--- config.mk ---
export PLATFORM = sky130hd
export DESIGN_NAME = hazard_stall_ctrl
export DESIGN_NICKNAME = d
export VERILOG_FILES = /design/src/rtl/hazard_stall_ctrl.sv
export SDC_FILE = /design/constraint.sdc
export NUM_CORES = 1
export LEC_CHECK = 0
export BUFFER_PORTS_ARGS = -buffer_cell sky130_fd_sc_hd__clkbuf_2
export CORE_UTILIZATION = 58
export CTS_CLUSTER_SIZE = 20
export DETAILED_ROUTE_END_ITERATION = 8
export GPL_ROUTABILITY_DRIVEN = 0
export PLACE_DENSITY = 0.84
export SYNTH_ARGS = -nofsm -noshare
export SYNTH_HDL_FRONTEND = slang
export SYNTH_SLANG_ARGS = --single-unit
--- constraint.sdc ---
create_clock -name clk -period 5.5 [get_ports clk]
set_input_delay 1.1 -clock clk [delete_from_list [all_inputs] [get_ports clk]]
set_output_delay 1.1 -clock clk [all_outputs]
set_load 0.005 [all_outputs]
--- src/rtl/hazard_stall_ctrl.sv ---
// Pipeline hazard controller: load-use stall/bubble, taken-branch flush, multi-cycle
// multiply freeze of the front end, and a saturating stall-cycle counter.
module hazard_stall_ctrl #(
  parameter int unsigned MUL_LATENCY = 4,
  parameter int unsigned CNT_W       = 32
) (
  input  logic             clk,
  input  logic             reset,
  input  logic [4:0]       id_rs1,
  input  logic [4:0]       id_rs2,
  input  logic             id_uses_rs1,
  input  logic             id_uses_rs2,
  input  logic [4:0]       ex_rd,
  input  logic             ex_memRead,
  input  logic             ex_mul_start,
  input  logic             branch_taken,
  input  logic             stall_cnt_clr,
  output logic             pc_write,
  output logic             if_id_write,
  output logic             if_id_flush,
  output logic             id_ex_write,
  output logic             id_ex_bubble,
  output logic             busy,
  output logic [CNT_W-1:0] stall_count
);

  localparam int unsigned MulCntW = 5;
  localparam logic [MulCntW-1:0] MulLoad = MulCntW'(MUL_LATENCY - 1);
  localparam bit MulStalls = (MUL_LATENCY > 1);

  typedef enum logic [0:0] {StRun, StMulBusy} state_e;

  state_e             state_q, state_d;
  logic [MulCntW-1:0] mul_cnt_q, mul_cnt_d;
  logic [CNT_W-1:0]   stall_count_q, stall_count_d;

  logic lu, ms, cnt_gt1;

  assign cnt_gt1 = (mul_cnt_q > MulCntW'(1));

  // ex_rd == 0 is x0 and never forwards a real value, so it cannot create a hazard.
  assign lu = ex_memRead && (ex_rd != 5'd0) &&
              ((id_uses_rs1 && (id_rs1 == ex_rd)) || (id_uses_rs2 && (id_rs2 == ex_rd)));

  assign ms = ((state_q == StRun) && ex_mul_start && MulStalls) ||
              ((state_q == StMulBusy) && cnt_gt1);

  always_ff @(posedge clk or negedge reset) begin
    if (!reset) begin
      state_q       <= StRun;
      mul_cnt_q     <= '0;
      stall_count_q <= '0;
    end else begin
      state_q       <= state_d;
      mul_cnt_q     <= mul_cnt_d;
      stall_count_q <= stall_count_d;
    end
  end

  always_comb begin
    state_d   = state_q;
    mul_cnt_d = mul_cnt_q;
    unique case (state_q)
      StRun: begin
        if (!branch_taken && ms) begin
          state_d   = StMulBusy;
          mul_cnt_d = MulLoad;
        end
      end
      StMulBusy: begin
        if (cnt_gt1) begin
          mul_cnt_d = mul_cnt_q - MulCntW'(1);
        end else begin
          state_d   = StRun;
          mul_cnt_d = '0;
        end
      end
      default: begin
        state_d   = StRun;
        mul_cnt_d = '0;
      end
    endcase
  end

  always_comb begin
    pc_write     = 1'b1;
    if_id_write  = 1'b1;
    id_ex_write  = 1'b1;
    if_id_flush  = 1'b0;
    id_ex_bubble = 1'b0;
    busy         = 1'b0;
    if (!reset) begin
      pc_write     = 1'b0;
      if_id_write  = 1'b0;
      id_ex_write  = 1'b0;
      if_id_flush  = 1'b1;
      id_ex_bubble = 1'b1;
    end else begin
      unique case (state_q)
        StRun: begin
          if (branch_taken) begin
            if_id_flush  = 1'b1;
            id_ex_bubble = 1'b1;
          end else if (ms) begin
            pc_write    = 1'b0;
            if_id_write = 1'b0;
            id_ex_write = 1'b0;
          end else if (lu) begin
            pc_write     = 1'b0;
            if_id_write  = 1'b0;
            id_ex_bubble = 1'b1;
          end
        end
        StMulBusy: begin
          busy = 1'b1;
          // Final multiply cycle lets the pipeline advance.
          if (cnt_gt1) begin
            pc_write    = 1'b0;
            if_id_write = 1'b0;
            id_ex_write = 1'b0;
          end
        end
        default: ;
      endcase
    end
  end

  always_comb begin
    stall_count_d = stall_count_q;
    if (stall_cnt_clr) begin
      stall_count_d = '0;
    end else if (!pc_write && (stall_count_q != {CNT_W{1'b1}})) begin
      stall_count_d = stall_count_q + CNT_W'(1);
    end
  end

  assign stall_count = stall_count_q;

endmodule

== After elaboration in Yosys (flattened, before gate mapping) ==
Index checks and enable logic that the tools add are counted.

* Flip-flop bits (word level): 38
* Logic and storage cells: 53
* Output and inout port bits: 38
* Input port bits: 23

* Bitwise gates (word level): 1
* Reductions and logical operators: 14
* Order comparisons: 1
* Add/sub/neg operators: 2
* Eq/ne operators: 4
* Mux-type cells: 28

{| class="wikitable"
|+ Operators with widths
! cell !! number
|-
| $mux W32 || 2
|-
| $add A32 B1 Y32 const B || 1
|-
| $ne A32 B32 Y1 const B || 1
|-
| $mux W1 || 20
|-
| $eq A5 B5 Y1 || 2
|-
| $mux W5 || 2
|-
| $pmux W5 S2 || 1
|-
| $logic_and A1 B1 Y1 || 8
|-
| $pmux W1 S2 || 3
|-
| $gt A5 B1 Y1 const B || 1
|-
| $reduce_bool A5 Y1 || 1
|-
| $sub A5 B1 Y5 const B || 1
|-
| $logic_not A1 Y1 || 2
|-
| $logic_or A1 B1 Y1 || 2
|-
| $ne A2 B1 Y1 const B || 1
|-
| $reduce_bool A2 Y1 || 1
|-
| $not A1 Y1 || 1
|}

== Depth between registers and ports, before layout ==
* Word-level depth: 13
* Gate-level depth with buffers: 11
* Depth with buffers taken out: 8

== Least setup slack after synthesis ==
OpenSTA, ideal clock, no wires.

* Path kind: input-to-output
* Start: input port ex_rd[1]
* End: output port pc_write
* Buffers on the path: 4
* Arrival time: 2.555 ns
* Cell stages on the path: 8
* Data required time: 4.400 ns
* Slack: 1.845 ns
* Cell sequence: or4_1 -> o21ai_0 -> nor3_1 -> a21boi_4 -> buf_6 -> buf_8 -> buf_12 -> buf_4

* Longest elaborated chain between the ends: 9
* Elaborated cells on any way between the ends: 13
* Classes of those cells: eq/ne (2); mux (5); reduce/logical (6)

{| class="wikitable"
|+ Ends and longest elaborated chain
! what !! RTL line !! RTL
|-
| start, declared || 13 || <nowiki>input logic [4:0] ex_rd,</nowiki>
|-
| $eq A5 B5 Y1 || 43 || <nowiki>((id_uses_rs1 && (id_rs1 == ex_rd)) || (id_uses_rs2 && (id_rs2 == ex_rd)));</nowiki>
|-
| $logic_and A1 B1 Y1 || 43 ||
|-
| $logic_or A1 B1 Y1 || 43 ||
|-
| $logic_and A1 B1 Y1 (*) || 42 || <nowiki>assign lu = ex_memRead && (ex_rd != 5'd0) &&</nowiki>
|-
| $mux W1 (*) (3 in series) || -- ||
|-
| $pmux W1 S2 (*) || -- ||
|-
| $mux W1 (*) || -- ||
|-
| end, declared || 18 || <nowiki>output logic pc_write,</nowiki>
|}

Every way passes the cells marked *; elsewhere a longest branch is shown, timed or not.

== Worst setup path in the final report ==
* Start: input port ex_rd[1]
* End: output port pc_write

* Longest elaborated chain between the ends: 9
* Elaborated cells on any way between the ends: 13
* Classes of those cells: eq/ne (2); mux (5); reduce/logical (6)

{| class="wikitable"
|+ Ends and longest elaborated chain
! what !! RTL line !! RTL
|-
| $eq A5 B5 Y1 || 43 ||
|-
| $logic_and A1 B1 Y1 || 43 ||
|-
| $logic_or A1 B1 Y1 || 43 ||
|-
| $logic_and A1 B1 Y1 (*) || 42 ||
|-
| $mux W1 (*) || 108 || <nowiki>end else if (lu) begin</nowiki>
|-
| $mux W1 (*) || 104 || <nowiki>end else if (ms) begin</nowiki>
|-
| $mux W1 (*) || 101 || <nowiki>if (branch_taken) begin</nowiki>
|-
| $pmux W1 S2 (*) || 99 || <nowiki>unique case (state_q)</nowiki>
|-
| $mux W1 (*) || 92 || <nowiki>if (!reset) begin</nowiki>
|}

Marks and branches as above.

==> metrics.md <==
| Metric | Value |
|---|---|
| Core area | 0.00414 sq mm |
| Clock power share | 28.8% |
| Crit Reg-Reg Startpoint | stall_count[13] |
| Maximum VDD drop | 0.259 mV |
| Critical path required time | around 4.4 ns |
| Setup tns final | 0 ns |
| Num rows | 23 |
| Top cell type's share of synthesized area | 36.8% |
| Slew headroom | 35.3% |
| Clk_lat worst skew | 0.30 ns |
| Crit-path most repeated cell | clkbuf_2 |
| Top_reg_cell synth | dfrtp_1 |
| CP bufs+invs | 2 |
| Wire per inst | 15.1 um |
| NetSw | 280 uW |
| Fin util | 71.0% |
| Root Driver | clkbuf_8 |
| Max Cap Viol | 0 |
| WHS | 0.562 ns |
| Final hold viol count | 0 |
| Die Ht | 68.7 um |
| Post-CTS Setup Bufs | 0 |
| Sequential share of power | 42.5% |
| Mean post-synth cell area | ~9.0 sq um |
| Aggregate routed wire length | 5880 um |
| Clk buf depth | 2 |
| Setup WS post-layout | 1.97 ns |
| Post-DRT Antenna Nets | 0 |
| Syn nets | approximately 310 |
| FMAX | 283 MHz |
| Outcome | finished, final reports clean |
| Initial core utilization | 62.3% |
| Crit path time final | 3.53 ns |
| Total CTS buffers | 5 |
| Area Overhead vs Synth | 14.0% |
| Switching Fraction | around a third |
| Via count | 2470 |
| Design Power | 798 uW |
| Crit path largest cell delay | 0.52 ns |
| DP Area | between 0.002 and 0.003 sq mm |
| Post-synth cell types | 44 |
| Via density | around 6.3 |
| Worst slew pin tran | slightly below 1 ns |
| Max FO, Critical Path | 3 |
| Worst setup startpoint | ex_rd[1] |
| Crit share post-route | approximately 64% |
| Dpl ws | 1.96 ns |
| Most common cell after layout, fill and taps aside | clkbuf_2 |
| Post_cts resized | 0 |
| Final nets | 364 |
| Global route total overflow | 0 |
| Layout cell share with drive strength beyond 1 | 30.7% |
| Die W | roughly 69 um |
| Violation count after the first detailed-route iteration | slightly below 200 |
| GRT Util Overall | 26.6% |
| First-pass GRT wire length | 9360 um |
| Cell Int Power | 519 uW |
| Hold WC Path Type | reg2reg |
| Crit path max-delay family | simple AND/OR/NAND/NOR gates |
| Placed cell count | roughly 380 |
| CTS Hold Bufs | 0 |
| Dominant cell type by area after synthesis | dfrtp_1 |
| Post-Route Skew | 0.00640 ns |
| Top post-synthesis cells by area | dfrtp_1, o21ai_0, or3_1 |
| Number of global-route vias before repair | between 2k and 2.5k |
| Non-Filler Instances | a little under 400 |
| Asr flop ratio synth | 100% |
| Unrepaired setup endpoints after global routing | no |
| CP Class | in2out |
| DRC Markers | 0 |
| H-Tree Depth | 2 |
| Post-synth EDFFs | 0 |
| Clock sinks | 38 |
| # setup viols final | 0 |
| Ant. Diodes | 0 |
| Crit-path slowest cell | or4_1 |
| Drt pass-1 iters | 4 |
| DPL Wire Length | 3980 um |
| Gate power share | 28.7% |
| Most frequent cells in the layout | clkbuf_2, dfrtp_1, o21ai_0 |
| TritonCTS clock tree | built |
| CP Cell Sequence | clkbuf_2, or4_1, o21ai_0, nor3_1, a21boi_4, clkbuf_2 |
| YS warnings | 0 |
| Yosys reg bits | 38 |
| Die area | 0.00472 sq mm |
| Leak | about 1.2 nW |
| Hold Startpoint | stall_count[5] |
| Post-synthesis sequential area ratio | 36.8% |
| Initial antenna violation count | 0 |
| CP Launch Type | input pin |
| Fill cell count | 365 |
| Post-Synthesis Cells | approximately 290 |
| Final Slew Violations | 0 |
| Largest net degree at the start of global routing | 57 |
| Synthesized area | 0.00258 sq mm |
| Num ports | 61 |
| Finished Cell Area | slightly below 0.003 sq mm |
| Port bufs | 60 |
| Power per Cell Area | 271 mW/mm^2 |
| Crit path DAT | 2.43 ns |
| Clk slew on worst S/H paths | 0.07 ns |
| CP Capture Type | primary output |
sequential cells by signal, indices dropped and copies added (netlist names):
name	count
state_q	1
stall_count	32
mul_cnt_q	5
power groups by stage:
| stage | clock network [mW] | logic (mW) | registers [mW] |
|---|---|---|---|
| detailed placement | 0 | 0.230 | 0.344 |
| CTS | 0.233 | 0.231 | 0.338 |
| global route | 0.248 | 0.260 | 0.343 |
| finish | 0.230 | 0.229 | 0.339 |
| floorplan | 0 | 0.208 | 0.328 |
| global placement | 0 | 0.223 | 0.342 |
layout make-up:
cell class,instances,area (sq um),share of cell area [%]
sequential,38,951,32.3
multi-input combinational,225,1480,50.2
inverter,5,18.8,0.637
tap,50,62.6,2.12
timing repair buffer,63,323,11.0
clock buffer,8,110,3.74
tightest hold or removal path, delay by kind of cell, from the launching register on:
kind,cells,cell delay (ns)
compound gates,2,0.11
flops,1,0.41
synth_stat cells, types with 3 or more instances:
library cell	instances
nand4_1	6
dfrtp_1	38
nor4_1	6
a21oi_1	15
o211ai_1	3
clkbuf_1	8
nor2_1	21
and3_1	5
buf_4	5
nand3_1	17
nor2b_1	10
or3_1	15
ha_1	3
and2_1	3
and4_1	4
xnor2_1	10
or4_1	9
nand2_1	13
o21ai_2	9
o21ai_0	23
buf_2	4
a21oi_2	9
inv_1	5
nor3_1	8
o31ai_1	9
mux2_2	8
per-layer routing:
metal,track usage [%],share of wire [%],vias up
met3,5.59,6.9,12
met4,7.91,1.7,0
met5,0,0,-
met2,42.4,46,103
li1,-,-,1181
met1,36.2,46,1174
logic make-up (layout without fill, tap and decap cells):
kind of cell    Yosys count  count (layout)  share of synthesized area, %
simple gates            124             124                          26.9
compound gates           80              80                          22.0
flops                    38              38                          36.8
buf+inv                  25              76                          5.91
xor+xnor                 10              10                          3.39
mux                       8               8                          3.49
fa+ha+maj                 3               3                          1.45
worst paths after layout:
path | endpoint | cells after the start | slack, ns
hold / removal | stall_count[5] | 2 | 0.56
setup / recovery | pc_write | 6 | 1.97
setup reg to reg | stall_count[8] | 7 | 2.24
max in group asynchronous | stall_count[21] | 2 | 4.28
hold reg to reg | stall_count[5] | 2 | 0.56
min in group asynchronous | stall_count[31] | 2 | 0.86
Note: power is estimated with default switching activity, not from simulation.
